File: config.mk
export PLATFORM = sky130hd
export DESIGN_NAME = fd_decode_reg
export DESIGN_NICKNAME = d
export VERILOG_FILES = /design/src/rtl/fd_pkg.sv /design/src/rtl/fd_skid_fifo.sv /design/src/rtl/fd_decode_reg.sv
export SDC_FILE = /design/constraint.sdc
export NUM_CORES = 1
export LEC_CHECK = 0
export CAP_MARGIN = 40
export CORE_MARGIN = 2
export CORE_UTILIZATION = 51
export DETAILED_ROUTE_END_ITERATION = 6
export MAX_ROUTING_LAYER = met4
export PLACE_DENSITY = 0.86
export SLEW_MARGIN = 30
export SYNTH_ARGS = -nofsm -noshare
export SYNTH_HDL_FRONTEND = slang
export SYNTH_HIERARCHICAL = 1
export SYNTH_SLANG_ARGS = --single-unit
File: constraint.sdc
create_clock -name clock -period 4.75 [get_ports clock]
set_input_delay 0.475 -clock clock [delete_from_list [all_inputs] [get_ports clock]]
set_output_delay 0.475 -clock clock [all_outputs]
set_load 0.05 [all_outputs]
File: src/rtl/fd_pkg.sv
// Shared field layout and constants for the fetch/decode pipeline register.
// Optional stall counter is enabled with the FD_STALL_CNT_EN macro (see fd_decode_reg).
package fd_pkg;
    localparam int REG_W     = 5;
    localparam int IMM_W     = 17;
    localparam int OP_MSB    = 31;
    localparam int OP_LSB    = 27;
    localparam int ALUOP_MSB = 6;
    localparam int ALUOP_LSB = 2;
    localparam int RD_MSB    = 26;
    localparam int RD_LSB    = 22;
    localparam int RS_MSB    = 21;
    localparam int RS_LSB    = 17;
    localparam int RT_MSB    = 16;
    localparam int RT_LSB    = 12;
    localparam logic [31:0] NOP_INSN = 32'h0000_0000;

    function automatic logic [31:0] sext_imm(input logic [IMM_W-1:0] imm);
        return {{(32-IMM_W){imm[IMM_W-1]}}, imm};
    endfunction
endpackage

File: src/rtl/fd_skid_fifo.sv
// Two-entry in-order storage with occupancy count; flush empties it in one cycle.
module fd_skid_fifo
    import fd_pkg::*;
#(
    parameter int W = 64
) (
    input  logic         clock,
    input  logic         reset_n,
    input  logic         flush,
    input  logic         push,
    input  logic         pop,
    input  logic [W-1:0] wr_data,
    output logic [W-1:0] head_data,
    output logic [1:0]   count
);
    logic [W-1:0] mem_q [2];
    logic [W-1:0] mem_d [2];
    logic         rd_ptr_q, rd_ptr_d;
    logic         wr_ptr_q, wr_ptr_d;
    logic [1:0]   count_q, count_d;

    always_comb begin
        mem_d    = mem_q;
        rd_ptr_d = rd_ptr_q;
        wr_ptr_d = wr_ptr_q;
        count_d  = count_q;
        if (flush) begin
            // Flush wins over any same-cycle push or pop.
            rd_ptr_d = 1'b0;
            wr_ptr_d = 1'b0;
            count_d  = 2'd0;
        end else begin
            if (push) begin
                mem_d[wr_ptr_q] = wr_data;
                wr_ptr_d        = ~wr_ptr_q;
            end
            if (pop) begin
                rd_ptr_d = ~rd_ptr_q;
            end
            count_d = count_q + {1'b0, push} - {1'b0, pop};
        end
    end

    always_ff @(posedge clock or negedge reset_n) begin
        if (!reset_n) begin
            for (int i = 0; i < 2; i++) begin
                mem_q[i] <= '0;
            end
            rd_ptr_q <= 1'b0;
            wr_ptr_q <= 1'b0;
            count_q  <= 2'd0;
        end else begin
            mem_q    <= mem_d;
            rd_ptr_q <= rd_ptr_d;
            wr_ptr_q <= wr_ptr_d;
            count_q  <= count_d;
        end
    end

    assign head_data = mem_q[rd_ptr_q];
    assign count     = count_q;
endmodule

File: src/rtl/fd_decode_reg.sv
// Fetch/decode pipeline register: 2-entry buffer plus head field slicing.
// Define FD_STALL_CNT_EN to build the stall-cycle counter; otherwise stall_count is tied to 0.
module fd_decode_reg
    import fd_pkg::*;
#(
    parameter int INSN_W = 32,
    parameter int PC_W   = 32
) (
    input  logic              clock,
    input  logic              reset_n,
    input  logic              in_valid,
    input  logic [INSN_W-1:0] in_insn,
    input  logic [PC_W-1:0]   in_pc,
    output logic              in_ready,
    input  logic              flush,
    input  logic              out_ready,
    output logic              out_valid,
    output logic [INSN_W-1:0] out_insn,
    output logic [PC_W-1:0]   out_pc,
    output logic [REG_W-1:0]  out_op,
    output logic [REG_W-1:0]  out_aluop,
    output logic [REG_W-1:0]  out_rd,
    output logic [REG_W-1:0]  out_rs,
    output logic [REG_W-1:0]  out_rt,
    output logic [31:0]       out_imm,
    output logic [31:0]       stall_count
);
    localparam int DW = INSN_W + PC_W;

    logic [DW-1:0]     head_data;
    logic [1:0]        count;
    logic              push, pop;
    logic [INSN_W-1:0] head_insn;
    logic [PC_W-1:0]   head_pc;

    assign in_ready  = (count != 2'd2);
    assign out_valid = (count != 2'd0);
    assign push      = in_valid && in_ready;
    assign pop       = out_valid && out_ready;

    fd_skid_fifo #(.W(DW)) u_fifo (
        .clock     (clock),
        .reset_n   (reset_n),
        .flush     (flush),
        .push      (push),
        .pop       (pop),
        .wr_data   ({in_insn, in_pc}),
        .head_data (head_data),
        .count     (count)
    );

    // Stale storage is masked so every field reads zero whenever the buffer is empty.
    assign head_insn = out_valid ? head_data[DW-1:PC_W] : INSN_W'(NOP_INSN);
    assign head_pc   = out_valid ? head_data[PC_W-1:0]  : '0;

    assign out_insn  = head_insn;
    assign out_pc    = head_pc;
    assign out_op    = head_insn[OP_MSB:OP_LSB];
    assign out_aluop = head_insn[ALUOP_MSB:ALUOP_LSB];
    assign out_rd    = head_insn[RD_MSB:RD_LSB];
    assign out_rs    = head_insn[RS_MSB:RS_LSB];
    assign out_rt    = head_insn[RT_MSB:RT_LSB];
    assign out_imm   = sext_imm(head_insn[IMM_W-1:0]);

`ifdef FD_STALL_CNT_EN
    logic [31:0] stall_cnt_q, stall_cnt_d;

    always_comb begin
        stall_cnt_d = stall_cnt_q;
        if (out_valid && !out_ready && !flush) begin
            stall_cnt_d = stall_cnt_q + 32'd1;
        end
    end

    always_ff @(posedge clock or negedge reset_n) begin
        if (!reset_n) begin
            stall_cnt_q <= '0;
        end else begin
            stall_cnt_q <= stall_cnt_d;
        end
    end

    assign stall_count = stall_cnt_q;
`else
    assign stall_count = 32'd0;
`endif
endmodule

==> impl_metrics.tcl, run 1 <==
set metrics [dict create \
    status "finished clean" \
    synth_common_cells "dfrtp_1, mux2_2, buf_4" \
    r2r_cells 5 \
    synth.largest_area_cell "dfrtp_1" \
    maxSlewHeadroom_pct 50.2 \
    finClkSkew_ns 0.00598 \
    diodes 0 \
    synth_top_flop_cell "dfrtp_1" \
    ys_ff_latch 132 \
    die_x_um 124 \
    worstPathArrival_ns 2.85 \
    synth_edf_count 0 \
    crit_end "out_imm[17]" \
    cts.reportedPaths.clkPinSlew_ns 0.06 \
    ant_nets 0 \
    core_area_um2 13900 \
    regToRegStartpoint "u_fifo/count[0]" \
    setup_ws_ns 1.43 \
    wl_met2_mm 7.27 \
    die-area_um2 15300 \
    slew_viol_final 0 \
    wl_met1_mm 6.22 \
    grt_pass1_wl_mm 22.8 \
    worstSkewPairLatency_ns 0.41 \
    rr_endpoint "u_fifo/mem_q[8]" \
    placed_cell_area_um2 8660 \
    dieHeight_um 124 \
    place.gp.congestion 0.808 \
    yosys.area.top_type_share_pct 45.3 \
    min_period_over_period_pct 69.9 \
    syn_inst 523 \
    wl_met3_um 865 \
    min_path_type "in2async" \
    dr.pass1.iters 4 \
    seq_area_frac_synth_pct 45.3 \
    muxShareOfSynthArea_pct 33.2 \
    synth_compound_area_share_pct 0 \
    wl_mm 14.5 \
    critPathSlowestCell "clkdlybuf4s50_1" \
    pre_cts_slack_ns 1.80 \
    period_minus_slack_ns 3.32 \
    startpoint "u_fifo/rd_ptr_q" \
    hold_viol 0 \
    max_clock_freq_ghz 0.301 \
    port_buffers 191 \
    drive_gt1_share_pct 35.4 \
    tightestPinTransition_ns 0.747 \
    grt_usage_pct 20.3 \
    dp_hpwl_mm 9.92 \
    setup.worst_path.end_class "output pin" \
    design_area_um2 9310 \
    htree_num_levels 4 \
    start_util_pct 52.4 \
    critPathMaxFanout 21 \
    cts-root-buf "clkbuf_16" \
    yosysMostFrequentCell "dfrtp_1" \
    setup_viol 0 \
    top_layer "met4" \
    synthAdderAreaFrac_pct 0.343 \
    route.vias.total 4196 \
    r2r_slack_ns 2.34 \
    grt_overflow_total 0 \
    fp-row-count 43 \
    yosys_warnings 6 \
    cts_resized 0 \
    synth-simple-area-share_pct 6.38 \
    grt_pass1_vias 4516 \
    avgSynthCellArea_um2 14.0 \
    cts_made_buffers 17 \
    synth_top_family_by_area "multiplexers" \
    syn_to_final_growth_pct 27.6 \
    yosys-top-cells-area "dfrtp_1, mux2_2, mux2_4" \
    grt_max_degree 61 \
    drv_cap 0 \
    critPathMaxStageDelay_ns 0.93 \
    cts.sinks 132 \
    hold_buffers 1 \
    drc 0 \
    fin_nets 730 \
    start_kind "register" \
    drtIter0Drc 265 \
    postCtsSetupBuffers 0 \
    viasPerCell 4.92 \
    antenna_found_initial 0 \
    crit_chain "buf_16 -> mux2_2 -> and2_1 -> clkdlybuf4s50_1" \
    worst-endpoint-required_ns 4.28 \
    ys_async_sr_fraction_pct 100 \
    hold-worst-slack_ns 0.476 \
    io_pins 224 \
    finalSetupTns_ns 0 \
    routedWlPerCell_um 17.0 \
    cts_buffer_depth 2 \
    grt_setup_unrepaired "no" \
    n_fill_cell 972 \
    cts_tree "built" \
    synth_xor_area_share_pct 0.549 \
    syn_area_um2 7300 \
    crit_type "reg2out" \
    ys_types 20 \
]
[logic make-up after synthesis]
family                     count (synthesis)
buffers and inverters                    119
muxes                                    192
DFF                                      132
and+or+nand+nor                           74
other                                      1
xor gates and xnor gates                   3
adders and majority gates                  2
[worst min path at each step]
stage / endpoint / cells past startpoint / startpoint
floorplan: u_fifo/count[0] / 0 / reset_n
global placement: u_fifo/mem_q[92] / 1 / reset_n
detailed placement: u_fifo/mem_q[96] / 1 / reset_n
CTS: u_fifo/rd_ptr_q / 2 / reset_n
global route: u_fifo/rd_ptr_q / 2 / reset_n
finish: u_fifo/rd_ptr_q / 2 / reset_n
[through the flow]
stage               util (%)  cells
floorplan                  -    554
global placement        61.6    816
detailed placement      62.2    819
CTS                     66.8    852
global route            66.8    852
finish                  66.8    852
[final cells by class]
class                           count  area, um^2  share of cell area (%)
Sequential cell                   132        3300                    35.5
Multi-Input combinational cell    303        3080                    33.1
Timing Repair Buffer              203        2050                    22.1
Clock buffer                       23         488                    5.24
Tap cell                          180         225                    2.42
Clock inverter                      9         150                    1.61
Inverter                            2        7.51                  0.0806
[flip-flops by register name, indices dropped and copies added, names as in the netlist]
name / count
u_fifo/mem_q: 128
u_fifo/rd_ptr_q: 1
u_fifo/wr_ptr_q: 1
u_fifo/count: 2
[layer usage]
metal / global-route usage [%] / up-vias
li1: - / 1915
met2: 32.8 / 147
met3: 5.36 / 18
met4: 7.46 / 0
met5: - / -
met1: 24.6 / 2116
[critical path: cells and delay by family (launching register included)]
family,cells,cell delay (ns)
mux,1,0.22
buf+inv,2,1.18
flops,1,0.58
simple gates,1,0.44
[layout by cell type (no fill, tap or decap)]
| cell type | instances |
|---|---|
| mux2_2 | 122 |
| buf_12 | 1 |
| conb_1 | 32 |
| clkbuf_16 | 17 |
| xnor3_1 | 1 |
| nand3b_1 | 1 |
| clkinvlp_4 | 2 |
| dfrtp_2 | 1 |
| xnor2_1 | 2 |
| buf_16 | 2 |
| bufinv_16 | 4 |
| ha_1 | 2 |
| clkdlybuf4s50_1 | 190 |
| and2b_2 | 1 |
| inv_1 | 2 |
| clkbuf_8 | 4 |
| clkinv_2 | 3 |
| clkbuf_1 | 2 |
| and2_1 | 66 |
| nand2b_1 | 1 |
| dlygate4sd3_1 | 1 |
| or2_2 | 1 |
| nor2_1 | 3 |
| dfrtp_1 | 131 |
| buf_4 | 9 |
| mux2_4 | 70 |
| nor3b_4 | 1 |
Power of run 1 is left out: the tool's default activity adds up to more than one toggle a clock period on the data nets, which glitch-free logic cannot reach.
==> run 2, diff against run 1 <==
- CORE_UTILIZATION: 51 -> 48
- PLACE_DENSITY: 0.86 -> 0.82
- clock period: 4.75 -> 3.1 ns (I/O delays scaled with it)
==> impl_metrics.tcl, run 2 (synthesized netlist as in run 1, its figures left out) <==
set metrics [dict create \
    status "finished clean" \
    final_common_cell "clkdlybuf4s50_1" \
    crit_type "reg2out" \
    crit_end "out_insn[19]" \
    routedWlPerCell_um 16.4 \
    regToRegStartpoint "u_fifo/count[0]" \
    multi_input_area_um2 3080 \
    place.gp.congestion 0.727 \
    crit_chain "buf_12 -> mux2_2 -> and2_1 -> clkdlybuf4s50_1" \
    setup.worst_path.end_class "output pin" \
    dpl.cell_count 825 \
    wl_mm 14.1 \
    worstPathArrival_ns 2.55 \
    route.vias.total 4166 \
    fp-row-count 45 \
    final_util_pct 61.4 \
    max_clock_freq_ghz 0.349 \
    port_buffers 191 \
    fin_nets 728 \
    finClkSkew_ns 0.00940 \
    critPathSlowestCell "clkdlybuf4s50_1" \
    startpoint "u_fifo/rd_ptr_q" \
    grt_usage_pct 18.3 \
    cts-root-buf "clkbuf_16" \
    cts.sinks 132 \
    crit_cells 4 \
    seq_area_um2 3300 \
    grt_pass1_vias 4500 \
    min_period_over_period_pct 92.4 \
    grt_setup_unrepaired "no" \
    grt_pass1_wl_mm 22.9 \
    dr.pass1.iters 4 \
    critPathMaxFanout 28 \
    start_util_pct 48.6 \
    start_kind "register" \
    drc 0 \
    die-area_um2 16200 \
    drtIter0Drc 106 \
    ant_nets 0 \
    drv_cap 0 \
    io_pins 224 \
    syn_to_final_growth_pct 26.6 \
    r2r_cells 8 \
    worstSkewPairLatency_ns 0.41 \
    drive_gt1_share_pct 38.1 \
    largest_register_ffs 128 \
    period_minus_slack_ns 2.86 \
    dp_hpwl_mm 9.45 \
    n_fill_cell 1129 \
    r2r_slack_ns 0.83 \
    maxSlewHeadroom_pct 54.3 \
    worst-endpoint-required_ns 2.79 \
    tightestPinTransition_ns 0.686 \
    critPathMaxStageDelay_ns 0.71 \
    worst-path-buf-inv 2 \
    core_area_um2 15000 \
    min_path_type "in2async" \
    fin_cells 857 \
    cts_tree "built" \
    cts.reportedPaths.clkPinSlew_ns 0.06 \
    antenna_found_initial 0 \
    grt_overflow_total 0 \
    setup_viol 0 \
    max_flop_register "u_fifo/mem_q" \
    dieHeight_um 127 \
    finalSetupTns_ns 0 \
    die_x_um 127 \
    rr_endpoint "u_fifo/count[1]" \
    viasPerCell 4.86 \
    cts_buffer_depth 2 \
    layout_common_cells "clkdlybuf4s50_1, dfrtp_1, mux2_2" \
    cts_made_buffers 17 \
    diodes 0 \
    htree_num_levels 4 \
    grt_max_degree 61 \
    crit_family "buffers and inverters" \
    postCtsSetupBuffers 0 \
    slew_viol_final 0 \
    hold_viol 0 \
]
==> run 2: changes by cell type in the layout (fill, tap and decap cells not counted), moves of 2 or more <==
| cell | previous run | this run |
|---|---|---|
| clkdlybuf4s50_1 | 190 | 172 |
| buf_4 | 9 | 23 |
| buf_12 | 1 | 4 |
| clkbuf_8 | 4 | 1 |
| clkbuf_1 | 2 | 0 |
| clkinvlp_4 | 2 | 4 |
| inv_6 | 0 | 2 |
==> run 2: layout make-up <==
class	count	area share, %
flip-flops and latches	132	35.8
clock buffers	18	4.75
inverters	2	0.0813
clock inverters	13	1.71
repair buffers	201	21.8
well taps	188	2.55
multi-input cells	303	33.4
==> run 2: how the worst min path moves through the flow <==
| stage | from | to | slack [ns] | depth (start not counted) |
|---|---|---|---|---|
| 2_1_floorplan | reset_n | u_fifo/count[0] | 0.01 | 0 |
| 3_3_place_gp | reset_n | u_fifo/mem_q[125] | 0.38 | 1 |
| 3_5_place_dp | reset_n | u_fifo/mem_q[125] | 0.39 | 1 |
| 4_1_cts | reset_n | u_fifo/mem_q[125] | 0.50 | 2 |
| 5_1_grt | u_fifo/mem_q[107] | u_fifo/mem_q[107] | 0.52 | 1 |
| 6_report | reset_n | u_fifo/mem_q[125] | 0.49 | 2 |
==> run 2: per-stage QoR <==
stage / setup slack (ns) / area [um^2] / hold slack (ns)
floorplan: 0.852 / 7420 / 0.0144
global placement: 0.507 / 8600 / 0.384
detailed placement: 0.647 / 8630 / 0.394
CTS: 0.182 / 9240 / 0.495
global route: 0.106 / 9240 / 0.519
finish: 0.235 / 9240 / 0.493
==> run 2: what timing repair did <==
item,CTS,global route
hold buffers,1,0
resized for setup,0,0
hold endpoints to repair,50,0
==> run 2: worst reg2reg max path, stage by stage, from the launching register on <==
cell and delay [ns]:
dfrtp_1 0.39, or2_2 0.53, buf_16 0.26, and2_1 0.20, ha_1 0.28, inv_1 0.06, ha_1 0.15, xnor3_1 0.21
nor2_1 0.11
==> run 2: metal layers <==
metal	global-route usage (%)	share of wire [%]	wire [um]	up-vias
met5	-	0	0	-
met4	4.72	0.68	96	0
met3	5.49	5.9	828	10
met2	30.1	50	7030	150
met1	22.1	43	6100	2101
li1	-	-	-	1905
Power of run 2 is left out for the same reason.
==> run 3, diff against run 2 <==
- clock period: 3.1 -> 2.9 ns (I/O delays scaled with it)
==> impl_metrics.tcl, run 3 (synthesized netlist as in run 1, its figures left out) <==
set metrics [dict create \
    status "finished clean" \
    cts_tree "built" \
    fp-row-count 45 \
    grt_setup_unrepaired "no" \
    grt_pass1_wl_mm 23.8 \
    grt_usage_pct 19.5 \
    viasPerCell 4.90 \
    max_flop_register "u_fifo/mem_q" \
    dp_hpwl_mm 9.88 \
    largest_register_ffs 128 \
    n_fill_cell 1129 \
    slew_viol_final 0 \
    start_util_pct 48.6 \
    critPathMaxStageDelay_ns 0.72 \
    grt_max_degree 67 \
    critPathMaxFanout 65 \
    drtIter0Drc 180 \
    route.vias.total 4208 \
    crit_cells 4 \
    grt_overflow_total 0 \
    io_pins 224 \
    cts.reportedPaths.clkPinSlew_ns 0.06 \
    worst-endpoint-required_ns 2.61 \
    antenna_found_initial 0 \
    grt_pass1_vias 4688 \
    setup.worst_path.end_class "output pin" \
    worstPathArrival_ns 2.42 \
    wl_mm 14.5 \
    period_minus_slack_ns 2.71 \
    max_clock_freq_ghz 0.369 \
    critPathSlowestCell "clkdlybuf4s50_1" \
    drv_cap 0 \
    core_area_um2 15000 \
    crit_chain "buf_12 -> mux2_2 -> and2_1 -> clkdlybuf4s50_1" \
    place.gp.congestion 0.744 \
    ant_nets 0 \
    min_path_type "in2async" \
    routedWlPerCell_um 16.9 \
    min_period_over_period_pct 93.4 \
    crit_type "reg2out" \
    start_kind "register" \
    fin_nets 729 \
    syn_to_final_growth_pct 29.0 \
    maxSlewHeadroom_pct 60.3 \
    cts_buffer_depth 2 \
    cts.sinks 132 \
    drive_gt1_share_pct 38.3 \
    drc 0 \
    seq_area_um2 3300 \
    final_common_cell "clkdlybuf4s50_1" \
    finClkSkew_ns 0.00546 \
    htree_num_levels 4 \
    layout_common_cells "clkdlybuf4s50_1, dfrtp_1, mux2_2" \
    finalSetupTns_ns 0 \
    worstSkewPairLatency_ns 0.41 \
    diodes 0 \
    r2r_cells 8 \
    die-area_um2 16200 \
    cts_made_buffers 17 \
    dr.pass1.iters 4 \
    hold_viol 0 \
    tightestPinTransition_ns 0.596 \
    setup_viol 0 \
    multi_input_area_um2 3080 \
    die_x_um 127 \
    cts-root-buf "clkbuf_16" \
    dieHeight_um 127 \
    worst-path-buf-inv 2 \
    crit_family "buffers and inverters" \
    port_buffers 191 \
]
==> run 3: path summary, 6_finish.rpt <==
| check | slack [ns] | to | from |
|---|---|---|---|
| hold reg to reg | 0.50 | u_fifo/mem_q[82] | u_fifo/mem_q[82] |
| hold / removal | 0.40 | u_fifo/mem_q[60] | reset_n |
| setup / recovery | 0.19 | out_insn[14] | u_fifo/rd_ptr_q |
| setup reg to reg | 0.87 | u_fifo/count[1] | u_fifo/count[1] |
| min in group clock | 0.50 | u_fifo/mem_q[82] | u_fifo/mem_q[82] |
| max in group asynchronous | 1.72 | u_fifo/rd_ptr_q | reset_n |
==> run 3: per-layer routing <==
layer  vias to the layer above  wire [um]  share of wire (%)  track usage [%]
li1                       1914          -                  -                -
met1                      2108       6100                 42             22.7
met2                       161       7250                 50             31.9
met3                        25        861                5.9             5.03
met4                         0        295                2.0             8.34
met5                         -          0                  0                -
==> run 3: stage by stage <==
stage	worst slack, ns	utilization, %	instance area, um^2	std cells	hold WS (ns)
floorplan	0.672	-	7420	554	-0.00559
global placement	0.662	58.8	8840	826	0.304
global route	0.117	62.6	9410	859	0.454
detailed placement	0.620	58.8	8840	826	0.311
finish	0.191	62.6	9410	859	0.401
CTS	0.168	62.6	9410	859	0.401
==> run 3: final cells by class <==
class / instances / area share (%)
Sequential cell: 132 / 35.1
Multi-Input combinational cell: 303 / 32.7
Timing Repair Buffer: 202 / 23.6
Clock buffer: 23 / 5.18
Tap cell: 188 / 2.50
Clock inverter: 9 / 0.824
Inverter: 2 / 0.0797
==> run 3: what timing repair did <==
action | CTS | global route
hold buffers | 1 | 0
buffers inserted | 0 | 0
gates resized for setup | 0 | 0
endpoints found under the hold margin | 40 | 0
setup endpoints to repair | 0 | 0
Power of run 3 is left out for the same reason.
